==> config.mk <==
export PLATFORM = sky130hd
export DESIGN_NAME = dataflow_start_sync_ctrl
export DESIGN_NICKNAME = d
export VERILOG_FILES = /design/src/rtl/dataflow_ctrl_pkg.sv /design/src/rtl/dataflow_ready_sync.sv /design/src/rtl/dataflow_start_sync_ctrl.sv
export SDC_FILE = /design/constraint.sdc
export NUM_CORES = 1
export LEC_CHECK = 0
export ABC_AREA = 1
export CAP_MARGIN = 40
export CORE_MARGIN = 3
export CORE_UTILIZATION = 38
export DETAILED_ROUTE_END_ITERATION = 12
export GPL_TIMING_DRIVEN = 0
export PLACE_DENSITY_LB_ADDON = 0.3
export RECOVER_POWER = 100
export SKIP_LAST_GASP = 1
export SLEW_MARGIN = 25
export SYNTH_ARGS = -nofsm -noshare
export SYNTH_HDL_FRONTEND = slang
export SYNTH_SLANG_ARGS = --single-unit
==> constraint.sdc <==
create_clock -name clock -period 1.8 [get_ports clock]
set_clock_uncertainty 0.15 [all_clocks]
set_input_delay 0.54 -clock clock [delete_from_list [all_inputs] [get_ports clock]]
set_output_delay 0.54 -clock clock [all_outputs]
set_load 0.02 [all_outputs]
==> src/rtl/dataflow_ctrl_pkg.sv <==
// Shared types and defaults for the dataflow start/sync controller.
//  state_t      : controller state (idle / iterations running / in-flight limit reached)
//  *_DEF        : default parameter values used by the top level
//  wd_width()   : counter width able to hold a watchdog limit
package dataflow_ctrl_pkg;

  typedef enum logic [1:0] {
    ST_IDLE = 2'd0,
    ST_RUN  = 2'd1,
    ST_FULL = 2'd2
  } state_t;

  localparam int N_IN_DEF     = 2;
  localparam int N_PROC_DEF   = 3;
  localparam int MAX_INFL_DEF = 2;
  localparam int CNT_W_DEF    = 2;
  localparam int WD_LIMIT_DEF = 1024;

  function automatic int wd_width(input int limit);
    return $clog2(limit + 1);
  endfunction

endpackage

==> src/rtl/dataflow_ready_sync.sv <==
// Per-input-process start/ready synchronizer.
//  clock, reset : clock and async active-high reset
//  ap_start     : top-level start
//  start_en     : controller allows starts (not at in-flight limit, not in reset)
//  proc_ready   : ap_ready of this input process
//  ap_ready     : merged top-level ready (closes the iteration for all processes)
//  proc_start   : ap_start to this process
//  rdy_cnt      : this process already accepted the current iteration
module dataflow_ready_sync (
  input  logic clock,
  input  logic reset,
  input  logic ap_start,
  input  logic start_en,
  input  logic proc_ready,
  input  logic ap_ready,
  output logic proc_start,
  output logic rdy_cnt
);

  // Remember an early ready so this process is not restarted while its
  // siblings are still catching up on the same iteration.
  always_ff @(posedge clock or posedge reset) begin
    if (reset)           rdy_cnt <= 1'b0;
    else if (ap_ready)   rdy_cnt <= 1'b0;
    else if (proc_ready) rdy_cnt <= 1'b1;
  end

  assign proc_start = ap_start & ~rdy_cnt & start_en;

endmodule

==> src/rtl/dataflow_start_sync_ctrl.sv <==
// Top-level dataflow sequencer: fans ap_start out to the input processes,
// merges their readies, bounds iterations in flight and produces the
// top-level ap_ready/ap_done/ap_idle handshake.
//  clock, reset   : clock, async active-high reset
//  ap_start/ap_ready/ap_done/ap_continue/ap_idle : top-level handshake
//  proc_start/proc_ready : per input process start/ready
//  proc_idle/proc_blk    : per process idle and FIFO-blocked status
//  last_done/last_continue : handshake with the final process
//  dl_vec         : sticky per-process stall flags
// Optional feature: define STALL_WATCHDOG_EN to build the stall watchdog;
// otherwise dl_vec is tied to zero.
module dataflow_start_sync_ctrl
  import dataflow_ctrl_pkg::*;
#(
  parameter int N_IN     = N_IN_DEF,
  parameter int N_PROC   = N_PROC_DEF,
  parameter int MAX_INFL = MAX_INFL_DEF,
  parameter int CNT_W    = CNT_W_DEF,
  parameter int WD_LIMIT = WD_LIMIT_DEF
) (
  input  logic              clock,
  input  logic              reset,
  input  logic              ap_start,
  output logic              ap_ready,
  output logic              ap_done,
  input  logic              ap_continue,
  output logic              ap_idle,
  output logic [N_IN-1:0]   proc_start,
  input  logic [N_IN-1:0]   proc_ready,
  input  logic [N_PROC-1:0] proc_idle,
  input  logic [N_PROC-1:0] proc_blk,
  input  logic              last_done,
  output logic              last_continue,
  output logic [N_PROC-1:0] dl_vec
);

  localparam logic [CNT_W-1:0] MAX_W = CNT_W'(MAX_INFL);

  state_t           state, state_next;
  logic [CNT_W-1:0] infl, infl_next;
  logic             done_reg;
  logic [N_IN-1:0]  rdy_cnt;
  logic             start_en, accept, retire, retire_eff;

  // Handshake outputs are forced low while reset is held so nothing leaks
  // out of an abandoned iteration.
  assign start_en = (state != ST_FULL) & ~reset;

  for (genvar i = 0; i < N_IN; i++) begin : g_sync
    dataflow_ready_sync u_sync (
      .clock      (clock),
      .reset      (reset),
      .ap_start   (ap_start),
      .start_en   (start_en),
      .proc_ready (proc_ready[i]),
      .ap_ready   (ap_ready),
      .proc_start (proc_start[i]),
      .rdy_cnt    (rdy_cnt[i])
    );
  end

  assign ap_ready      = start_en & (&(proc_ready | rdy_cnt));
  assign ap_done       = ~reset & (last_done | done_reg);
  assign last_continue = ~reset & ap_continue;
  assign ap_idle       = (&proc_idle) & (infl == '0) & ~done_reg;

  assign accept     = ap_start & ap_ready;
  assign retire     = ap_done & ap_continue;
  // A done with nothing in flight is spurious and must not underflow.
  assign retire_eff = retire & (infl != '0);

  always_comb begin
    infl_next = infl;
    if (accept && !retire_eff && infl != '1) infl_next = infl + 1'b1;
    else if (retire_eff && !accept)          infl_next = infl - 1'b1;
  end

  always_comb begin
    state_next = state;
    case (state)
      ST_IDLE: if (accept) state_next = (infl_next == MAX_W) ? ST_FULL : ST_RUN;
      ST_RUN: begin
        if (infl_next == MAX_W)   state_next = ST_FULL;
        else if (infl_next == '0) state_next = ST_IDLE;
      end
      ST_FULL: if (retire_eff) state_next = (infl_next == '0) ? ST_IDLE : ST_RUN;
      default: state_next = ST_IDLE;
    endcase
  end

  always_ff @(posedge clock or posedge reset) begin
    if (reset) begin
      state    <= ST_IDLE;
      infl     <= '0;
      done_reg <= 1'b0;
    end else begin
      state <= state_next;
      infl  <= infl_next;
      if (ap_continue)    done_reg <= 1'b0;
      else if (last_done) done_reg <= 1'b1;
    end
  end

`ifndef SYNTHESIS
  always_ff @(posedge clock) begin
    if (!reset) assert (!(retire && infl == '0)) else $error("spurious done with nothing in flight");
  end
`endif

`ifdef STALL_WATCHDOG_EN
  localparam int WD_W = wd_width(WD_LIMIT);

  logic [N_PROC-1:0][WD_W-1:0] wd_cnt;
  logic [N_PROC-1:0]           dl_reg;

  // Count consecutive blocked, non-idle cycles; the flag latches on the
  // cycle the count reaches the limit and stays until reset.
  always_ff @(posedge clock or posedge reset) begin
    if (reset) begin
      wd_cnt <= '0;
      dl_reg <= '0;
    end else begin
      for (int p = 0; p < N_PROC; p++) begin
        if (proc_blk[p] & ~proc_idle[p]) begin
          if (wd_cnt[p] != WD_W'(WD_LIMIT)) wd_cnt[p] <= wd_cnt[p] + 1'b1;
          if (wd_cnt[p] == WD_W'(WD_LIMIT - 1)) dl_reg[p] <= 1'b1;
        end else begin
          wd_cnt[p] <= '0;
        end
      end
    end
  end

  assign dl_vec = dl_reg;
`else
  logic unused_wd;
  assign unused_wd = ^{proc_blk, WD_LIMIT[0]};
  assign dl_vec    = '0;
`endif

endmodule
==> flow_summary.ini <==
[final_layout]
layout_common_cells = buf_4, inv_2, nand2_1
fin_nets = 122
areaGrowthSynthToFinish_pct = 53.3
drive_gt1_frac = 0.528
nFillCells = 128
fin_cells = 121
final_area_sq_um = 882
final_util = 0.646
reg_top3 = g_sync.u_sync.rdy_cnt x2, infl x2, state x2
antenna_cells = 0
layout_commonest_cell = buf_4

[die]
die_w_um = 44.9
initial_core_util = 0.421
core_sq_um = 1370
die_h_um = 44.9
rows = 13
die-area_sq_um = 2020
pin_count = 22

[critical_path]
required_ns = 1.11
worstPathArrival_ns = 1.22
crit_buf_inv = 3
cp_top_family = flip-flops
start_kind = register
crit_chain = a21oi_4 > buf_6 > nand2_4 > inv_2 > buf_6
worst_setup_path_end_kind = output pin
slowest_stage = dfrtp_1
critPathMaxStageDelay_ns = 0.42
r2r_slack_ns = 0
path_max_fanout = 3
cpMostUsedCell = buf_6
path_class = register to output pin

[routing]
first_pass_iters = 4
drc = 0
viasPerCell = 4.55
drt_iter0_drc = 4
wl_per_cell_um = 10.1
drtAntennaViolNets = 0
drt-total-wl_um = 1220
vias = 550

[power]
powerDensity_nw_per_um2 = 1340
ir_drop_mv = 0.630
p_leak_nw = 0.461

[synth]
synth-seq-area-share = 0.304
yosys.area.top_type = dfrtp_1
synth_cells = 75
synth_top_area_share = 0.304
synth_seq_cells = 7
syn_avg_cell_area_sq_um = 7.67
syn_area_sq_um = 576
synthTopCellsByArea = dfrtp_1, nand3_2, inv_1
ys_types = 18
yosysWarnings = 0

[clock_network]
clock_latency_ns = 0.26
clk_pin_slew_ns = 0.06
cts_tree = yes
root_buffer = clkbuf_4
htree_levels = 1
clock_sinks = 7
cts.path.max_buffers = 2
cts_buffers = 3

[timing]
layout_setup_ws_ns = -0.112
hold_viol_final = 0
fin_crit_ns = 1.91
setup_tns_ns = -0.303
fmax_ghz = 0.523
timing.final.crit_share = 1.06
rsz0062_at_grt = true
final_max_slew_viol_count = 0
final-setup-viol-count = 5

[global_route]
grt_pass1_vias = 556
track_usage = 0.153
grt_first_pass_wirelength_um = 2230
grt-ovfl-total = 0
grt_max_degree = 9
antenna_found_initial = 0

[placed_design]
dpl_cell_area_sq_um = 757
gp_congestion = 0.766
dp_cells = 107
pre_cts_slack_ns = -1.04
hpwl_um = 845
portBuffers = 15

[min_path]
min_path_type = input port to asynchronous set/reset pin

[outcome]
status = finished with violations
violations = setup timing

[job]
drv_cap = 0
what timing repair did:
item                       4_1_cts  5_1_grt
pin swaps                        8        6
setup endpoints to repair       10        8
gates cloned                     0        0
hold buffers                     0        0
setup buffers                   12        1
resized for setup               61        4
logic make-up (layout without fill, tap and decap cells):
group	Yosys count	count (layout)	share of synthesized area
AND/OR/NAND/NOR	43	43	0.439
other	1	3	0.00652
adder cells (fa/ha/maj)	2	2	0.0435
flip-flops	7	7	0.304
AO/OA/AOI/OAI	3	3	0.0500
buffers and inverters	19	48	0.157
stage by stage:
step	total power, mW	hold WS (ns)
after floorplan	0.725	0.163
after global placement	0.838	0.366
after detailed placement	0.850	0.383
after CTS	1.18	0.0726
after global routing	1.31	0.0786
final	1.18	0.0740
routing by layer:
metal | global-route usage | wire (um) | vias up
met4 | 0.0702 | 17 | 0
met3 | 0.0478 | 149 | 2
met5 | 0 | 0 | -
met1 | 0.179 | 502 | 240
li1 | - | - | 288
met2 | 0.255 | 555 | 20
synthesized netlist by cell type:
master    number
inv_1         11
nor2_1        11
nand2_1        9
dfrtp_1        7
buf_4          5
nand3_2        5
nand2_2        4
nand3_1        4
nor3_1         4
inv_2          3
nor2_4         3
ha_1           2
nand2_4        2
a21oi_1        1
a21oi_4        1
conb_1         1
nand4_1        1
o21bai_1       1
path summary, 6_finish.rpt:
| kind | start | end | cells past startpoint |
|---|---|---|---|
| worst max-delay path | state[1] | ap_ready | 5 |
| worst min-delay path | reset | done_reg | 2 |
| worst max register to register | state[1] | state[0] | 12 |
| worst min register to register | g_sync[1].u_sync.rdy_cnt | g_sync[1].u_sync.rdy_cnt | 2 |
| max in group asynchronous | reset | state[0] | 2 |
| min in group clock | g_sync[1].u_sync.rdy_cnt | g_sync[1].u_sync.rdy_cnt | 2 |
report_power, final:
part | switching (mW) | internal [mW] | leakage, nW
logic | 0.407 | 0.351 | 0.362
clock network | 0.0613 | 0.0848 | 0.0150
registers | 0.0554 | 0.221 | 0.0839
area by class of cell:
type / instances / area, sq um / share of cell area
buffer: 3 / 22.5 / 0.0255
tap: 15 / 18.8 / 0.0213
clock buffer: 4 / 26.3 / 0.0298
sequential: 7 / 175 / 0.199
timing repair buffer: 27 / 221 / 0.251
multi-input combinational: 51 / 365 / 0.414
inverter: 14 / 52.6 / 0.0596
Note: power is estimated with default switching activity, not from simulation.
